### config.mk
export PLATFORM = sky130hd
export DESIGN_NAME = usb_joypad_ctl
export DESIGN_NICKNAME = d
export VERILOG_FILES = /design/src/rtl/usb_joypad_ctl.sv
export SDC_FILE = /design/constraint.sdc
export NUM_CORES = 1
export LEC_CHECK = 0
export CORE_UTILIZATION = 40
export CTS_CLUSTER_SIZE = 25
export DETAILED_ROUTE_END_ITERATION = 12
export HOLD_SLACK_MARGIN = 0.03
export SYNTH_ARGS = -nofsm -noshare
export SYNTH_HDL_FRONTEND = slang
export SYNTH_SLANG_ARGS = --single-unit
### constraint.sdc
create_clock -name usbclk -period 2.6 [get_ports usbclk]
set_input_delay 0.52 -clock usbclk [delete_from_list [all_inputs] [get_ports usbclk]]
set_output_delay 0.52 -clock usbclk [all_outputs]
set_load 0.02 [all_outputs]
### src/rtl/usb_joypad_ctl.sv
// USB joypad report capture and NES serial controller port.
//
// Captures HID reports strobed byte-by-byte from a USB host core, decodes the
// directional and button bytes into the NES button layout, commits complete
// reports, clears buttons on timeout or connection error, and serves the
// buttons through an NES $4016-style shift register.
//
// Ports:
//   usbclk      12 MHz clock, rising edge
//   usbrst_n    asynchronous active-low reset
//   ukprdy      report frame active
//   ukpstb      byte strobe (rising edge qualifies ukpdat)
//   ukpdat      report byte
//   conerr      connection error / host watchdog
//   joy_strobe  NES latch level
//   joy_rd      one-cycle pulse per NES read
//   joy_dout    serial button bit
//   btn_nes     committed buttons {right,left,down,up,start,select,B,A}
//   rpt_valid   one-cycle pulse per committed report
//   stale       no report committed within TIMEOUT_CYC
//   short_cnt   saturating count of discarded short reports
module usb_joypad_ctl #(
  parameter int unsigned TIMEOUT_CYC = 600000,
  parameter int unsigned MIN_BYTES   = 7
) (
  input  logic       usbclk,
  input  logic       usbrst_n,
  input  logic       ukprdy,
  input  logic       ukpstb,
  input  logic [7:0] ukpdat,
  input  logic       conerr,
  input  logic       joy_strobe,
  input  logic       joy_rd,
  output logic       joy_dout,
  output logic [7:0] btn_nes,
  output logic       rpt_valid,
  output logic       stale,
  output logic [7:0] short_cnt
);

  localparam int unsigned TmoW = (TIMEOUT_CYC > 1) ? $clog2(TIMEOUT_CYC) : 1;
  localparam logic [TmoW-1:0] TmoMax = TmoW'(TIMEOUT_CYC - 1);

  typedef enum logic [1:0] {StIdle, StRecv, StCommit} state_e;

  state_e          state_q, state_d;
  logic [2:0]      idx_q, idx_d;
  logic [7:0]      stg_q, stg_d;
  logic [7:0]      btn_q, btn_d;
  logic [7:0]      sh_q, sh_d;
  logic            rpt_q, rpt_d;
  logic            stale_q, stale_d;
  logic [7:0]      short_q, short_d;
  logic [TmoW-1:0] tmo_q, tmo_d;
  logic            rdy_q, stb_q;

  logic       rdy_rise, rdy_fall, stb_rise;
  logic       commit, short_inc;
  logic [2:0] idx_inc, byte_cnt;

  // Low nibble of the report bytes carries nothing the NES needs.
  logic unused_dat;
  assign unused_dat = ^ukpdat[3:0];

  assign rdy_rise = ukprdy & ~rdy_q;
  assign rdy_fall = ~ukprdy & rdy_q;
  assign stb_rise = ukpstb & ~stb_q;

  assign idx_inc  = (idx_q == 3'd7) ? 3'd7 : idx_q + 3'd1;
  // A byte strobed in the same cycle as the frame end still counts.
  assign byte_cnt = stb_rise ? idx_inc : idx_q;

  // Capture FSM
  always_comb begin
    state_d   = state_q;
    idx_d     = idx_q;
    stg_d     = stg_q;
    commit    = 1'b0;
    short_inc = 1'b0;
    unique case (state_q)
      StIdle: begin
        if (rdy_rise) begin
          state_d = StRecv;
          idx_d   = 3'd0;
          stg_d   = 8'h00;
        end
      end
      StRecv: begin
        if (stb_rise) begin
          idx_d = idx_inc;
          case (idx_q)
            3'd3: begin
              stg_d[4] = (ukpdat[7:6] == 2'b00);
              stg_d[5] = (ukpdat[7:6] == 2'b11);
            end
            3'd4: begin
              stg_d[6] = (ukpdat[7:6] == 2'b00);
              stg_d[7] = (ukpdat[7:6] == 2'b11);
            end
            3'd5: begin
              stg_d[0] = ukpdat[5];
              stg_d[1] = ukpdat[6];
            end
            3'd6: begin
              stg_d[2] = ukpdat[4];
              stg_d[3] = ukpdat[5];
            end
            default: ;
          endcase
        end
        if (rdy_fall) begin
          if (32'(byte_cnt) >= MIN_BYTES) begin
            state_d = StCommit;
          end else begin
            state_d   = StIdle;
            short_inc = 1'b1;
            stg_d     = 8'h00;
          end
        end
      end
      StCommit: begin
        commit  = 1'b1;
        state_d = StIdle;
      end
      default: state_d = StIdle;
    endcase
    if (conerr) begin
      state_d   = StIdle;
      commit    = 1'b0;
      short_inc = 1'b0;
    end
  end

  // Committed buttons, timeout and status
  always_comb begin
    btn_d   = btn_q;
    stale_d = stale_q;
    tmo_d   = tmo_q;
    rpt_d   = commit;
    short_d = short_q;
    if (short_inc && short_q != 8'hFF) short_d = short_q + 8'd1;
    if (conerr) begin
      btn_d   = 8'h00;
      stale_d = 1'b1;
      tmo_d   = '0;
    end else if (commit) begin
      btn_d   = stg_q;
      stale_d = 1'b0;
      tmo_d   = '0;
    end else begin
      if (tmo_q != TmoMax) tmo_d = tmo_q + 1'b1;
      // Expire on the cycle the counter lands on its limit; it then holds.
      if (tmo_d == TmoMax) begin
        btn_d   = 8'h00;
        stale_d = 1'b1;
      end
    end
  end

  // NES shift register; a load during COMMIT sees the old btn_q.
  always_comb begin
    sh_d = sh_q;
    if (joy_strobe) begin
      sh_d = btn_q;
    end else if (joy_rd) begin
      sh_d = {1'b1, sh_q[7:1]};
    end
  end

  always_ff @(posedge usbclk or negedge usbrst_n) begin
    if (!usbrst_n) begin
      state_q <= StIdle;
      idx_q   <= 3'd0;
      stg_q   <= 8'h00;
      btn_q   <= 8'h00;
      sh_q    <= 8'hFF;
      rpt_q   <= 1'b0;
      stale_q <= 1'b1;
      short_q <= 8'h00;
      tmo_q   <= '0;
      rdy_q   <= 1'b0;
      stb_q   <= 1'b0;
    end else begin
      state_q <= state_d;
      idx_q   <= idx_d;
      stg_q   <= stg_d;
      btn_q   <= btn_d;
      sh_q    <= sh_d;
      rpt_q   <= rpt_d;
      stale_q <= stale_d;
      short_q <= short_d;
      tmo_q   <= tmo_d;
      rdy_q   <= ukprdy;
      stb_q   <= ukpstb;
    end
  end

  assign joy_dout  = sh_q[0];
  assign btn_nes   = btn_q;
  assign rpt_valid = rpt_q;
  assign stale     = stale_q;
  assign short_cnt = short_q;

endmodule

==> impl_metrics.env <==
export IMPL_status="completed"
export IMPL_core_area_mm2=0.00769
export IMPL_postRouteAntennaNets=0
export IMPL_power_density_mw_per_mm2=562
export IMPL_power_leakage_nw=1.63
export IMPL_synth_top_family_by_area="simple AND/OR/NAND/NOR gates"
export IMPL_path_class="flop to flop"
export IMPL_switching_power_mw=0.560
export IMPL_arrival_ns=2.66
export IMPL_antenna_cells=0
export IMPL_synth_cells=329
export IMPL_htree_levels=3
export IMPL_required_ns=2.83
export IMPL_yosysWarningCount=0
export IMPL_dp_hpwl_um=4580
export IMPL_fin_area_mm2=0.00388
export IMPL_final_core_util_pct=50.5
export IMPL_post_cts_buffers=0
export IMPL_synthArstFlopShare_pct=100
export IMPL_min_period_over_period_pct=93.4
export IMPL_post_cts_resized=0
export IMPL_place_area_mm2=0.00366
export IMPL_start_util_pct=41.2
export IMPL_synth_edf_count=0
export IMPL_fin_ws_ns=0.172
export IMPL_nFillCells=714
export IMPL_power_frac_seq_pct=46.2
export IMPL_clkSinkCount=61
export IMPL_fin_setup_tns_ns=0
export IMPL_area_growth_pct=22.5
export IMPL_synthMuxAreaShare_pct=3.20
export IMPL_die_h_um=91.0
export IMPL_cts_root_buffer_cell="clkbuf_8"
export IMPL_clockPowerShare_pct=44.6
export IMPL_track_usage_pct=17.4
export IMPL_antenna_found_initial=0
export IMPL_fin_worst_skew_ns=0.0110
export IMPL_synth_top_area_share_pct=41.0
export IMPL_finalSetupViolations=0
export IMPL_tritoncts="done"
export IMPL_rsz0062_at_grt="false"
export IMPL_grt_start_max_net_pins=38
export IMPL_row_count=32
export IMPL_synth_compound_area_share_pct=13.6
export IMPL_finalCriticalPeriod_ns=2.43
export IMPL_drv_slew=0
export IMPL_netlist_area_mm2=0.00317
export IMPL_grt_pass1_vias=2372
export IMPL_numCtsBuffers=9
export IMPL_fmax_mhz=412
export IMPL_place_ws_ns=0.180
export IMPL_p_int_mw=1.63
export IMPL_cts_clk_slew_worst_paths_ns=0.07
export IMPL_grt_overflow=0
export IMPL_vias_per_cell=5.18
export IMPL_clk_path_buf_depth=2
export IMPL_place_congestion=0.818
export IMPL_relSlewSlack_pct=54.6
export IMPL_avgSynthCellArea_um2=9.64
export IMPL_yosys_top_cells_area="dfrtp_1, dfstp_2, nand2_1"
export IMPL_drc=0
export IMPL_yosysSeqAreaShare_pct=48.5
export IMPL_die_x_um=91.0
export IMPL_swShare_pct=25.6
export IMPL_io_pin_count=34
export IMPL_postCtsHoldBufs=0
export IMPL_synthXorXnorAreaFrac_pct=6.35
export IMPL_start_kind="flop"
export IMPL_irDropWorstVdd_mv=0.478
export IMPL_wl_per_cell_um=13.5
export IMPL_synth_largest_area_cell="dfrtp_1"
export IMPL_fin_nets=392
export IMPL_vias=2475
export IMPL_dieArea_mm2=0.00829
export IMPL_combPwrFrac_pct=9.2
export IMPL_worst_slew_pin_slew_ns=0.674
export IMPL_yosysUniqueCellTypes=52
export IMPL_syn_nets=350
export IMPL_critPathMaxFanout=8
export IMPL_max_cap_violations=0
export IMPL_min_path_type="input pin to async pin"
export IMPL_power_mw=2.18
export IMPL_drtPass1Iterations=4
export IMPL_synthAdderAreaFrac_pct=2.37
export IMPL_crit_path_end_kind="flop"
export IMPL_ys_flop_type="dfrtp_1"
export IMPL_yosys_area_share_simple_pct=21.5
export IMPL_grt_pass1_wl_um=11400
export IMPL_finalHoldViolations=0
export IMPL_port_buffers=29
export IMPL_wirelength_um=6440
export IMPL_synth_seq_cells=61
export IMPL_clk_latency_ns=0.35
export IMPL_drtIter0Drc=152
export IMPL_final_layout_size_suffix_gt1_share_pct=12.8
==> metal layers <==
layer	GRT usage [%]	part of all wire, %	vias to the layer above
li1	-	-	1254
met1	24.6	51	1170
met2	24.9	44	41
met3	3.43	3.2	10
met4	9.13	1.6	0
met5	0	0	-
==> logic make-up after synthesis <==
group / count (synthesis)
muxes: 10
adders and majority gates: 6
AOI/OAI and AO/OA: 65
xor gates and xnor gates: 23
buffers and inverters: 37
and+or+nand+nor: 127
DFF: 61
==> worst max-delay path: stages (launching register included) <==
cell	delay [ns]
dfrtp_1	0.42
nor3b_1	0.39
nand4_2	0.22
or4_1	0.56
o2bb2ai_1	0.19
nor4_4	0.26
buf_4	0.19
o31ai_1	0.07
==> sequential cells by signal, indices dropped and copies added, names as in the netlist, 2 cells and up <==
| name | cells |
|---|---|
| sh_q | 8 |
| stg_q | 8 |
| tmo_q | 20 |
| short_cnt | 8 |
| btn_nes | 8 |
| idx_q | 3 |
| state_q | 2 |
==> synth_stat cells (6+ instances only) <==
library cell / count
dfrtp_1: 52
nand2_1: 35
nor2_1: 27
inv_1: 24
nand3_1: 15
a21oi_1: 13
xnor2_1: 13
o21ai_0: 12
nand4_1: 11
clkbuf_1: 10
o31ai_1: 10
xor2_1: 10
dfstp_2: 9
mux2i_1: 9
and3_1: 8
ha_1: 6
nor3_1: 6
o22ai_1: 6
==> through the flow <==
| stage | hold slack, ns | cells |
|---|---|---|
| after floorplan | 0.224 | 329 |
| after global placement | 0.452 | 462 |
| after detailed placement | 0.458 | 462 |
| after CTS | 0.183 | 478 |
| after global routing | 0.222 | 478 |
| final | 0.174 | 478 |
==> path summary, 6_finish.rpt <==
kind	startpoint	endpoint	slack, ns	depth (start not counted)
hold reg to reg	state_q[1]	state_q[0]	0.48	1
max in group asynchronous	usbrst_n	stale	1.77	2
setup reg to reg	tmo_q[17]	btn_nes[5]	0.17	7
setup / recovery	tmo_q[17]	btn_nes[5]	0.17	7
min in group usbclk	state_q[1]	state_q[0]	0.48	1
hold / removal	usbrst_n	tmo_q[6]	0.17	1
==> cell usage in the layout, fill, tap and decap left out, types with 2 or more instances in the layout <==
master	n
xor2_1	10
and3_1	8
o31a_1	2
nand3b_1	2
nor2b_1	4
nor2_1	27
bufinv_16	2
a31oi_1	4
o21ai_0	12
nor3_1	6
o31ai_1	10
a21o_1	3
nor4_4	2
o41ai_1	2
a21oi_1	13
buf_4	14
nand2_1	35
clkbuf_8	9
dfstp_2	9
inv_6	4
o2bb2ai_1	2
nand2b_1	3
and4_1	3
inv_1	24
o22ai_1	6
clkdlybuf4s50_1	28
dfrtp_1	52
xnor2_1	13
or3_1	2
ha_1	6
nand3_1	15
nand4_1	11
mux2i_1	9
==> final cells by class <==
type	instances	area [um^2]	area share, %
inverters	24	90.1	2.32
multi-input cells	231	1490	38.4
repair buffers	44	410	10.6
clock inverters	7	104	2.67
well taps	102	128	3.29
clock buffers	9	124	3.19
flip-flops and latches	61	1540	39.6
==> power by group through the flow <==
stage               Combinational, mW  Clock (mW)  Sequential, mW
CTS                             0.204        1.00            1.01
global route                    0.231        1.05            1.02
global placement                0.202           0            1.03
finish                          0.201       0.974            1.01
detailed placement              0.203           0            1.03
floorplan                      0.0786           0            1.05
Power figures use the tool's default switching activity.
